## config.mk

```make
export PLATFORM = sky130hd
export DESIGN_NAME = mux_chan_scanner
export DESIGN_NICKNAME = d
export VERILOG_FILES = /design/src/rtl/mux_scan_pkg.sv /design/src/rtl/mux_scan_next_chan.sv /design/src/rtl/mux_chan_scanner.sv
export SDC_FILE = /design/constraint.sdc
export NUM_CORES = 1
export LEC_CHECK = 0
export CAP_MARGIN = 20
export CORE_MARGIN = 8
export CORE_UTILIZATION = 37
export CTS_CLUSTER_DIAMETER = 40
export CTS_CLUSTER_SIZE = 24
export DETAILED_ROUTE_END_ITERATION = 7
export RECOVER_POWER = 50
export SLEW_MARGIN = 20
export SYNTH_ARGS = -nofsm -noshare
export SYNTH_HDL_FRONTEND = slang
export SYNTH_HIERARCHICAL = 1
export SYNTH_SLANG_ARGS = --single-unit
```

## constraint.sdc

```tcl
create_clock -name clk -period 2.04 [get_ports clk]
set_input_delay 0.204 -clock clk [delete_from_list [all_inputs] [get_ports clk]]
set_output_delay 0.204 -clock clk [all_outputs]
set_load 0.02 [all_outputs]
```

## src/rtl/mux_scan_pkg.sv

```systemverilog
// mux_scan_pkg
//   Shared definitions for the 4:1 channel-mux scanner.
//   NUM_CH / SEL_W : channel count and select width (fixed at 4 / 2).
//   scan_state_e   : scanner FSM state encoding (2 bits).
//   first_chan()   : lowest-index set bit of a channel mask (0 if none).
package mux_scan_pkg;

  localparam int NUM_CH = 4;
  localparam int SEL_W  = 2;

  typedef enum logic [1:0] {
    ST_IDLE    = 2'd0,
    ST_SETTLE  = 2'd1,
    ST_PRESENT = 2'd2
  } scan_state_e;

  function automatic logic [SEL_W-1:0] first_chan(input logic [NUM_CH-1:0] mask);
    logic [SEL_W-1:0] res;
    res = '0;
    // Walk downwards so the lowest set bit is the last one written.
    for (int i = NUM_CH - 1; i >= 0; i--) begin
      if (mask[i]) res = i[SEL_W-1:0];
    end
    return res;
  endfunction

endpackage

```

## src/rtl/mux_scan_next_chan.sv

```systemverilog
// mux_scan_next_chan
//   Combinational rotate-priority search: finds the first enabled channel
//   strictly after cur, wrapping 3->0. If cur is the only enabled channel the
//   search comes all the way round and returns cur itself.
//   cur  : current channel index
//   mask : channel enable mask (bit i = channel i)
//   nxt  : next channel to scan (equals cur when mask is empty)
//   wrap : 1 when nxt <= cur, i.e. the next channel starts a new pass
module mux_scan_next_chan
  import mux_scan_pkg::*;
(
  input  logic [SEL_W-1:0]  cur,
  input  logic [NUM_CH-1:0] mask,
  output logic [SEL_W-1:0]  nxt,
  output logic              wrap
);

  logic [SEL_W-1:0] idx;
  logic             found;

  always_comb begin
    nxt   = cur;
    idx   = cur;
    found = 1'b0;
    // Offset k = NUM_CH wraps idx back to cur, covering the single-channel case.
    for (int k = 1; k <= NUM_CH; k++) begin
      idx = cur + k[SEL_W-1:0];
      if (!found && mask[idx]) begin
        nxt   = idx;
        found = 1'b1;
      end
    end
    wrap = (nxt <= cur);
  end

endmodule

```

## src/rtl/mux_chan_scanner.sv

```systemverilog
// mux_chan_scanner
//   Drives the select of a 4:1 mux, waits dwell settle cycles, captures the
//   mux output and offers it with its channel index on a valid/ready port.
//   Enabled channels are visited round-robin; frame_done flags each pass.
//
//   Handshake: smp_valid rises with a captured sample and smp_data/smp_chan
//   stay frozen until the first rising edge where smp_valid && smp_ready; the
//   sample is consumed on that edge and smp_valid never falls otherwise
//   (except on reset).
//
//   Ports:
//     clk, rst_n        clock, async active-low reset
//     en                scan enable
//     chan_mask [3:0]   channels to scan
//     dwell             settle cycles after a select change
//     sel [1:0]         mux select
//     mux_o             mux output being sampled
//     smp_data/smp_chan captured sample and its channel
//     smp_valid/ready   sample handshake
//     frame_done        1-cycle pulse after the last channel of a pass
//     busy              FSM not idle
//     dbg_state         current FSM state
//   Optional (macro MUX_SCAN_FRAME_CNT_EN):
//     frame_cnt [7:0]   count of frame_done pulses, wraps 255->0
//     smp_first         sample is from the lowest enabled channel
module mux_chan_scanner
  import mux_scan_pkg::*;
#(
  parameter int DATA_W  = 2,
  parameter int DWELL_W = 8
) (
  input  logic               clk,
  input  logic               rst_n,
  input  logic               en,
  input  logic [NUM_CH-1:0]  chan_mask,
  input  logic [DWELL_W-1:0] dwell,
  output logic [SEL_W-1:0]   sel,
  input  logic [DATA_W-1:0]  mux_o,
  output logic [DATA_W-1:0]  smp_data,
  output logic [SEL_W-1:0]   smp_chan,
  output logic               smp_valid,
  input  logic               smp_ready,
  output logic               frame_done,
  output logic               busy,
`ifdef MUX_SCAN_FRAME_CNT_EN
  output logic [7:0]         frame_cnt,
  output logic               smp_first,
`endif
  output scan_state_e        dbg_state
);

  scan_state_e        state_q;
  logic [DWELL_W-1:0] cnt_q;
  logic [SEL_W-1:0]   sel_q;
  logic [DATA_W-1:0]  smp_data_q;
  logic [SEL_W-1:0]   smp_chan_q;
  logic               smp_valid_q;
  logic               frame_done_q;
  logic [SEL_W-1:0]   nxt_chan_d;
  logic               wrap_d;
`ifdef MUX_SCAN_FRAME_CNT_EN
  logic [7:0]         frame_cnt_q;
  logic               smp_first_q;
`endif

  mux_scan_next_chan u_next_chan (
    .cur  (sel_q),
    .mask (chan_mask),
    .nxt  (nxt_chan_d),
    .wrap (wrap_d)
  );

  always_ff @(posedge clk or negedge rst_n) begin
    if (!rst_n) begin
      state_q      <= ST_IDLE;
      cnt_q        <= '0;
      sel_q        <= '0;
      smp_data_q   <= '0;
      smp_chan_q   <= '0;
      smp_valid_q  <= 1'b0;
      frame_done_q <= 1'b0;
`ifdef MUX_SCAN_FRAME_CNT_EN
      frame_cnt_q  <= '0;
      smp_first_q  <= 1'b0;
`endif
    end else begin
      frame_done_q <= 1'b0;
`ifdef MUX_SCAN_FRAME_CNT_EN
      if (frame_done_q) frame_cnt_q <= frame_cnt_q + 8'd1;
`endif
      case (state_q)
        ST_IDLE: begin
          if (en && (|chan_mask)) begin
            sel_q   <= first_chan(chan_mask);
            cnt_q   <= dwell;
            state_q <= ST_SETTLE;
          end
        end
        ST_SETTLE: begin
          if (!en) begin
            // Abort: no sample, select left where it was.
            state_q <= ST_IDLE;
          end else if (cnt_q == '0) begin
            smp_data_q  <= mux_o;
            smp_chan_q  <= sel_q;
            smp_valid_q <= 1'b1;
`ifdef MUX_SCAN_FRAME_CNT_EN
            smp_first_q <= (sel_q == first_chan(chan_mask));
`endif
            state_q     <= ST_PRESENT;
          end else begin
            cnt_q <= cnt_q - DWELL_W'(1);
          end
        end
        ST_PRESENT: begin
          // en is ignored until the pending sample has been taken.
          if (smp_ready) begin
            smp_valid_q <= 1'b0;
`ifdef MUX_SCAN_FRAME_CNT_EN
            smp_first_q <= 1'b0;
`endif
            if (en && (|chan_mask)) begin
              sel_q        <= nxt_chan_d;
              cnt_q        <= dwell;
              state_q      <= ST_SETTLE;
              frame_done_q <= wrap_d;
            end else begin
              state_q      <= ST_IDLE;
              frame_done_q <= 1'b1;
            end
          end
        end
        default: state_q <= ST_IDLE;
      endcase
    end
  end

  assign sel        = sel_q;
  assign smp_data   = smp_data_q;
  assign smp_chan   = smp_chan_q;
  assign smp_valid  = smp_valid_q;
  assign frame_done = frame_done_q;
  assign busy       = (state_q != ST_IDLE);
  assign dbg_state  = state_q;
`ifdef MUX_SCAN_FRAME_CNT_EN
  assign frame_cnt  = frame_cnt_q;
  assign smp_first  = smp_first_q;
`endif

endmodule

```

# Word level (Yosys, flattened, before mapping)

Cells that the tools add are included.

Add/subtract/negate cells: 4
Magnitude comparators: 5
Equality and inequality tests: 9
Mux-type cells: 41
Reduce and logical (&&, ||, !) cells: 19

Operators by type and width:

| operator                                                              | count |
|---|---|
| 8-bit two-way mux                                                     | 4 |
| 2-bit two-way mux                                                     | 15 |
| 8-bit one-hot mux with 3 select lines                                 | 1 |
| 1-bit two-way mux                                                     | 14 |
| 2-bit by 3-bit < comparator with 1-bit output (second input constant) | 4 |
| 2-bit != test (second input constant)                                 | 6 |
| 4-bit AND reduction                                                   | 3 |
| 1-bit binary-select mux with 2-bit select                             | 4 |
| 8-bit logical NOT                                                     | 1 |
| 8-bit by 1-bit subtractor with 8-bit output (second input constant)   | 1 |
| 2-bit one-hot mux with 3 select lines                                 | 1 |
| 3-bit AND reduction                                                   | 2 |
| 2-bit nonzero test                                                    | 3 |
| 2-bit adder (second input constant)                                   | 2 |
| 1-bit logical AND                                                     | 4 |
| 2-bit one-hot mux with 2 select lines                                 | 1 |
| 4-bit OR reduction                                                    | 1 |
| 1-bit logical NOT                                                     | 3 |
| 3-bit != test (second input constant)                                 | 1 |
| 3-bit nonzero test                                                    | 1 |
| 2-bit by 1-bit adder with 2-bit output (second input constant)        | 1 |
| 2-bit by 1-bit == test with 1-bit output (second input constant)      | 1 |
| 2-bit == test (second input constant)                                 | 1 |
| 2-bit less-or-equal comparator                                        | 1 |
| other kinds (2)                                                       | 2 |

Flip-flop bits (word level): 18
Input port bits: 18
Output and inout port bits: 11

# Logic depth before layout (Yosys ltp)

Depth in word-level cells: 17
Mapped depth: 8
Gate-level depth less buffers: 7

# Modules after synthesis

The synthesis kept the hierarchy.

Modules (own cells, without submodules):

| module             | instances | cells each | area an instance (um^2) |
|---|---|---|---|
| mux_chan_scanner   | 1         | 104        | 999.7 |
| mux_scan_next_chan | 1         | 17         | 135.1 |

# Least setup slack after synthesis

OpenSTA, ideal clock, no wires.

Kind: flip-flop to flip-flop
Start point: reg sel_q[1], in the netlist sel[1]
End point: reg frame_done_q, in the netlist frame_done
Library setup time: 0.072 ns
Arrival time: 1.654 ns
Slack: 0.315 ns
Stages on the path, launching flop included: 9
Path through: dfrtp_1 -> buf_6 -> a21o_2 -> a31oi_1 -> ha_1 -> nor2b_1 -> o21ai_0 -> nor2_1 -> nor2_1

Word-level cells in the longest chain between the ends: 17
Elaborated cells between the ends (all ways): 28
Those cells by class: 3 x add/sub; 1 x order compare; 18 x mux; 6 x reduce/logical

RTL lines:

| item                                      | line                     | source |
|---|---|---|
| start: declaration                        | mux_chan_scanner.sv:54   | `logic [SEL_W-1:0] sel_q;` |
| start signal: assignment                  | mux_chan_scanner.sv:94   | `sel_q <= first_chan(chan_mask);` |
| start signal: assignment                  | mux_chan_scanner.sv:123  | `sel_q <= nxt_chan_d;` |
| 2-bit by 1-bit adder with 2-bit output    | mux_scan_next_chan.sv:27 | `idx = cur + k[SEL_W-1:0];` |
| 1-bit binary-select mux with 2-bit select | mux_scan_next_chan.sv:28 | `if (!found && mask[idx]) begin` |
| 1-bit two-way mux (implied by the code)   | mux_scan_next_chan.sv:28 |  |
| 1-bit two-way mux                         | mux_scan_next_chan.sv:28 |  |
| 1-bit logical NOT                         | mux_scan_next_chan.sv:28 |  |
| 1-bit logical AND                         | mux_scan_next_chan.sv:28 |  |
| 1-bit two-way mux                         | mux_scan_next_chan.sv:28 |  |
| 1-bit logical NOT                         | mux_scan_next_chan.sv:28 |  |
| (+3 left out)                             | -                        |  |
| 1-bit logical AND                         | mux_scan_next_chan.sv:28 |  |
| 2-bit two-way mux (*)                     | mux_scan_next_chan.sv:28 |  |
| net nxt_chan_d[1]                         | mux_chan_scanner.sv:59   | `logic [SEL_W-1:0] nxt_chan_d;` |
| 2-bit less-or-equal comparator (*)        | mux_scan_next_chan.sv:33 | `wrap = (nxt <= cur);` |
| net wrap_d                                | mux_chan_scanner.sv:60   | `logic wrap_d;` |
| 1-bit two-way mux (*)                     | mux_chan_scanner.sv:122  | `if (en && (\|chan_mask)) begin` |
| 1-bit two-way mux (*)                     | mux_chan_scanner.sv:117  | `if (smp_ready) begin` |
| 1-bit two-way mux (*)                     | mux_chan_scanner.sv:91   | `case (state_q)` |
| end signal: assignment                    | mux_chan_scanner.sv:126  | `frame_done_q <= wrap_d;` |
| end: declaration                          | mux_chan_scanner.sv:58   | `logic frame_done_q;` |

Mark *: on every way through the listed nets, which the timed path passes. The rest lies on a longest branch. The select of a mux whose other input is x is not followed.
A chain may end at the register's enable or synchronous reset.

# Worst setup path in the final report

Start point: reg state_q[0], in the netlist dbg_state[0]
End point: out busy

Word-level cells in the longest chain between the ends: 1

RTL lines:

| item                     | line                    | source |
|---|---|---|
| start: declaration       | mux_chan_scanner.sv:52  | `scan_state_e state_q;` |
| start signal: assignment | mux_chan_scanner.sv:75  | `state_q <= ST_IDLE;` |
| start signal: assignment | mux_chan_scanner.sv:96  | `state_q <= ST_SETTLE;` |
| start signal: assignment | mux_chan_scanner.sv:102 | `state_q <= ST_IDLE;` |
| 2-bit nonzero test       | mux_chan_scanner.sv:143 | `assign busy = (state_q != ST_IDLE);` |
| end: declaration         | mux_chan_scanner.sv:44  | `output logic busy,` |

Every way passes these cells.

==> results.cfg <==
[run_status]
run_status = completed

[grt]
grt_start_max_net_pins = 19
grt_pass1_wl_mm = 5.23
grtUsageTotal_pct = 12.7
via_count_of_the_first_global_routing_pass = 1126
antenna_violations_before_repair = 0
overflow = 0

[clocking]
post_cts.repair.setup_buffers = 0
clock_tree.buffer_depth = 2
cts_htree_levels = 1
clock_tree_from_tritoncts = done
cell_at_the_root_of_the_clock_tree = clkbuf_4
clk_pin_slew_worst_paths_ps = 110
clk-insertion-delay-late_ps = 300
cts.sinks = 18
numCtsBuffers = 3

[critical_path]
worstSetupStartpointType = register
worstPathArrival_ps = 1620
critical_path.top_delay_family = buffers and inverters
critical_path_peak_fanout = 8
crit_type = register to primary output
cp_data_required_time_ps = 1840
cp_num_buf_inv = 1
timing.critical_path.to_type = primary output
slowest_delay_ps = 540
timing.critical_path.slowest_stage_cell = clkdlybuf4s50_1
crit_chain = or2_2, clkdlybuf4s50_1

[die]
dieHeight_um = 71.4
start_util_pct = 38.1
io_pins = 29
die_width_um = 71.4
core_um2 = 2980
fp.dieArea_um2 = 5100
row_count = 20

[place]
routabilityCongestion = 0.826
placement.io_buffers = 28
place_hpwl_mm = 2.32

[detailed_routing]
wl_per_cell_um = 15.6
drt-total-wl_mm = 3.00
drt.antenna.violating_nets = 0
dr_total_vias = 1093
viasPerCell = 5.69
drt_first_iter_violations = 21
remaining_drc_errors = 0
dr.pass1.iters = 4

[sta]
max_slew_margin_pct = 33.5
final_min_period_over_clock_period_pct = 89.6
achievable-frequency_mhz = 547
worst_pin_slew_ps = 997
hold_viol = 0
report.final.slew_viol_count = 0
finalSetupViolCount = 0
clock-skew-final_ps = 12.2
min_period_ps = 1830
setup_repair_after_global_routing_missed_its_margin = false

[logic_synthesis]
post_synth_instance_area_um2 = 1130
yosys_register_bits = 18
synth_edf_count = 0
ys.flop_type = dfrtp_1
yosysTopAreaCellShare_pct = 39.7
synth_async_sr_flop_share_pct = 100
yosys_warnings = 6
synth.distinct_cells = 40
dominant_cell_type_by_area_after_synthesis = dfrtp_1
ys_top_cells_by_area = dfrtp_1 40%, a21oi_1 5.7%, ha_1 4.4%
syn-mean-instance-area_um2 = 9.38
ys_seq_area_share_pct = 39.7
syn_inst = 121
mappedNetlistNets = 143
synth_most_common_cell = dfrtp_1
synthTopCellsByCount = 18 x dfrtp_1, 13 x a21oi_1, 8 x nor2_1

[cells_and_area]
diodes = 0
layout.area.seq_um2 = 450
filler_cell_count = 275
multi_input_gate_area_in_the_final_layout_um2 = 637
post_route_cells_drive_above_1_share_pct = 15.1
syn_to_final_growth_pct = 35.1
nets = 183
final_core_utilization_pct = 51.5

[power_and_ir_drop]
power.density_nw_per_um2 = 869
power_leakage_nw = 0.678
irDropWorstVdd_mv = 0.435
total_power_mw = 1.33

[job]
cap_viol_max_count = 0

[min_path]
hold_path_class = input port to register
report_power, final:
group | switching [mW] | total (mW) | internal, mW
Combinational | 0.290 | 0.574 | 0.284
Clock | 0.115 | 0.184 | 0.0688
Sequential | 0.128 | 0.574 | 0.446
Total | 0.533 | 1.33 | 0.799
cells by family (layout without fill, tap and decap cells):
| kind of cell | after synthesis | count (layout) | share of synthesized area (%) |
|---|---|---|---|
| AND/OR/NAND/NOR | 46 | 46 | 23.5 |
| buffers and inverters | 10 | 48 | 4.30 |
| AO/OA/AOI/OAI | 36 | 36 | 21.5 |
| flip-flops | 18 | 18 | 39.7 |
| adder cells (fa/ha/maj) | 4 | 4 | 4.41 |
| multiplexers | 7 | 7 | 6.62 |
sequential cells by signal (all words and copies together), names as in the netlist:
name        count
dbg_state       2
frame_done      1
smp_data        2
sel             2
smp_valid       1
cnt_q           8
smp_chan        2
metal layers:
layer | track usage (%) | up-vias | routed length [µm]
met2 | 20.7 | 28 | 1490
met3 | 3.21 | 5 | 149
met5 | 0 | - | 0
li1 | - | 529 | -
met1 | 14.6 | 531 | 1310
met4 | 7.39 | 0 | 48
layout by cell type (no fill, tap or decap), drive strengths merged, types with 2 or more instances in the layout:
cell and instances:
a21o 2, a21oi 13, a221o 2, buf 10, clkbuf 4, clkdlybuf4s50 22, dfrtp 18, dlygate4sd3 6
ha 4, inv 6, mux2 4, mux2i 3, nand2 8, nand2b 2, nand3 6, nand3b 2
nand4 4, nor2 8, nor2b 5, nor3 4, nor4 2, o21ai 7, o2bb2a 3
area by class of cell:
class                   instances  area share [%]
repair buffers                 39            23.4
well taps                      33            2.69
inverters                       6            1.47
clock buffers                   3            1.47
multi-input cells              93            41.6
flip-flops and latches         18            29.4
timing repair:
action | CTS | global route
hold buffers | 0 | 0
resized for setup | 0 | 1
setup endpoints to repair | 0 | 1
final timing paths:
path / from / to / slack, ps / cells after the start
hold / removal: dwell[0] / cnt_q[0] / 470 / 3
setup / recovery: dbg_state[0] / busy / 210 / 2
max in group asynchronous: rst_n / smp_chan[1] / 860 / 2
min in group asynchronous: rst_n / cnt_q[0] / 570 / 2
setup reg to reg: sel[1] / frame_done / 230 / 7
hold reg to reg: smp_valid / smp_valid / 500 / 2
metrics by stage:
stage	std cells	hold WS, ps	TNS [ps]	setup WS [ps]	instance area, µm²
2_1_floorplan	121	-91.6	0	315	1130
3_3_place_gp	189	467	0	25.8	1510
5_1_grt	192	518	0	61.0	1530
3_5_place_dp	189	480	-1.78	-1.78	1510
6_report	192	471	0	212	1530
4_1_cts	192	233	0	146	1540
tightest hold or removal path: stages:
cell and delay (ps):
clkdlybuf4s50_1 400, nand3_1 60, nand3_1 70
No activity file was read; power rests on OpenSTA's default activity.
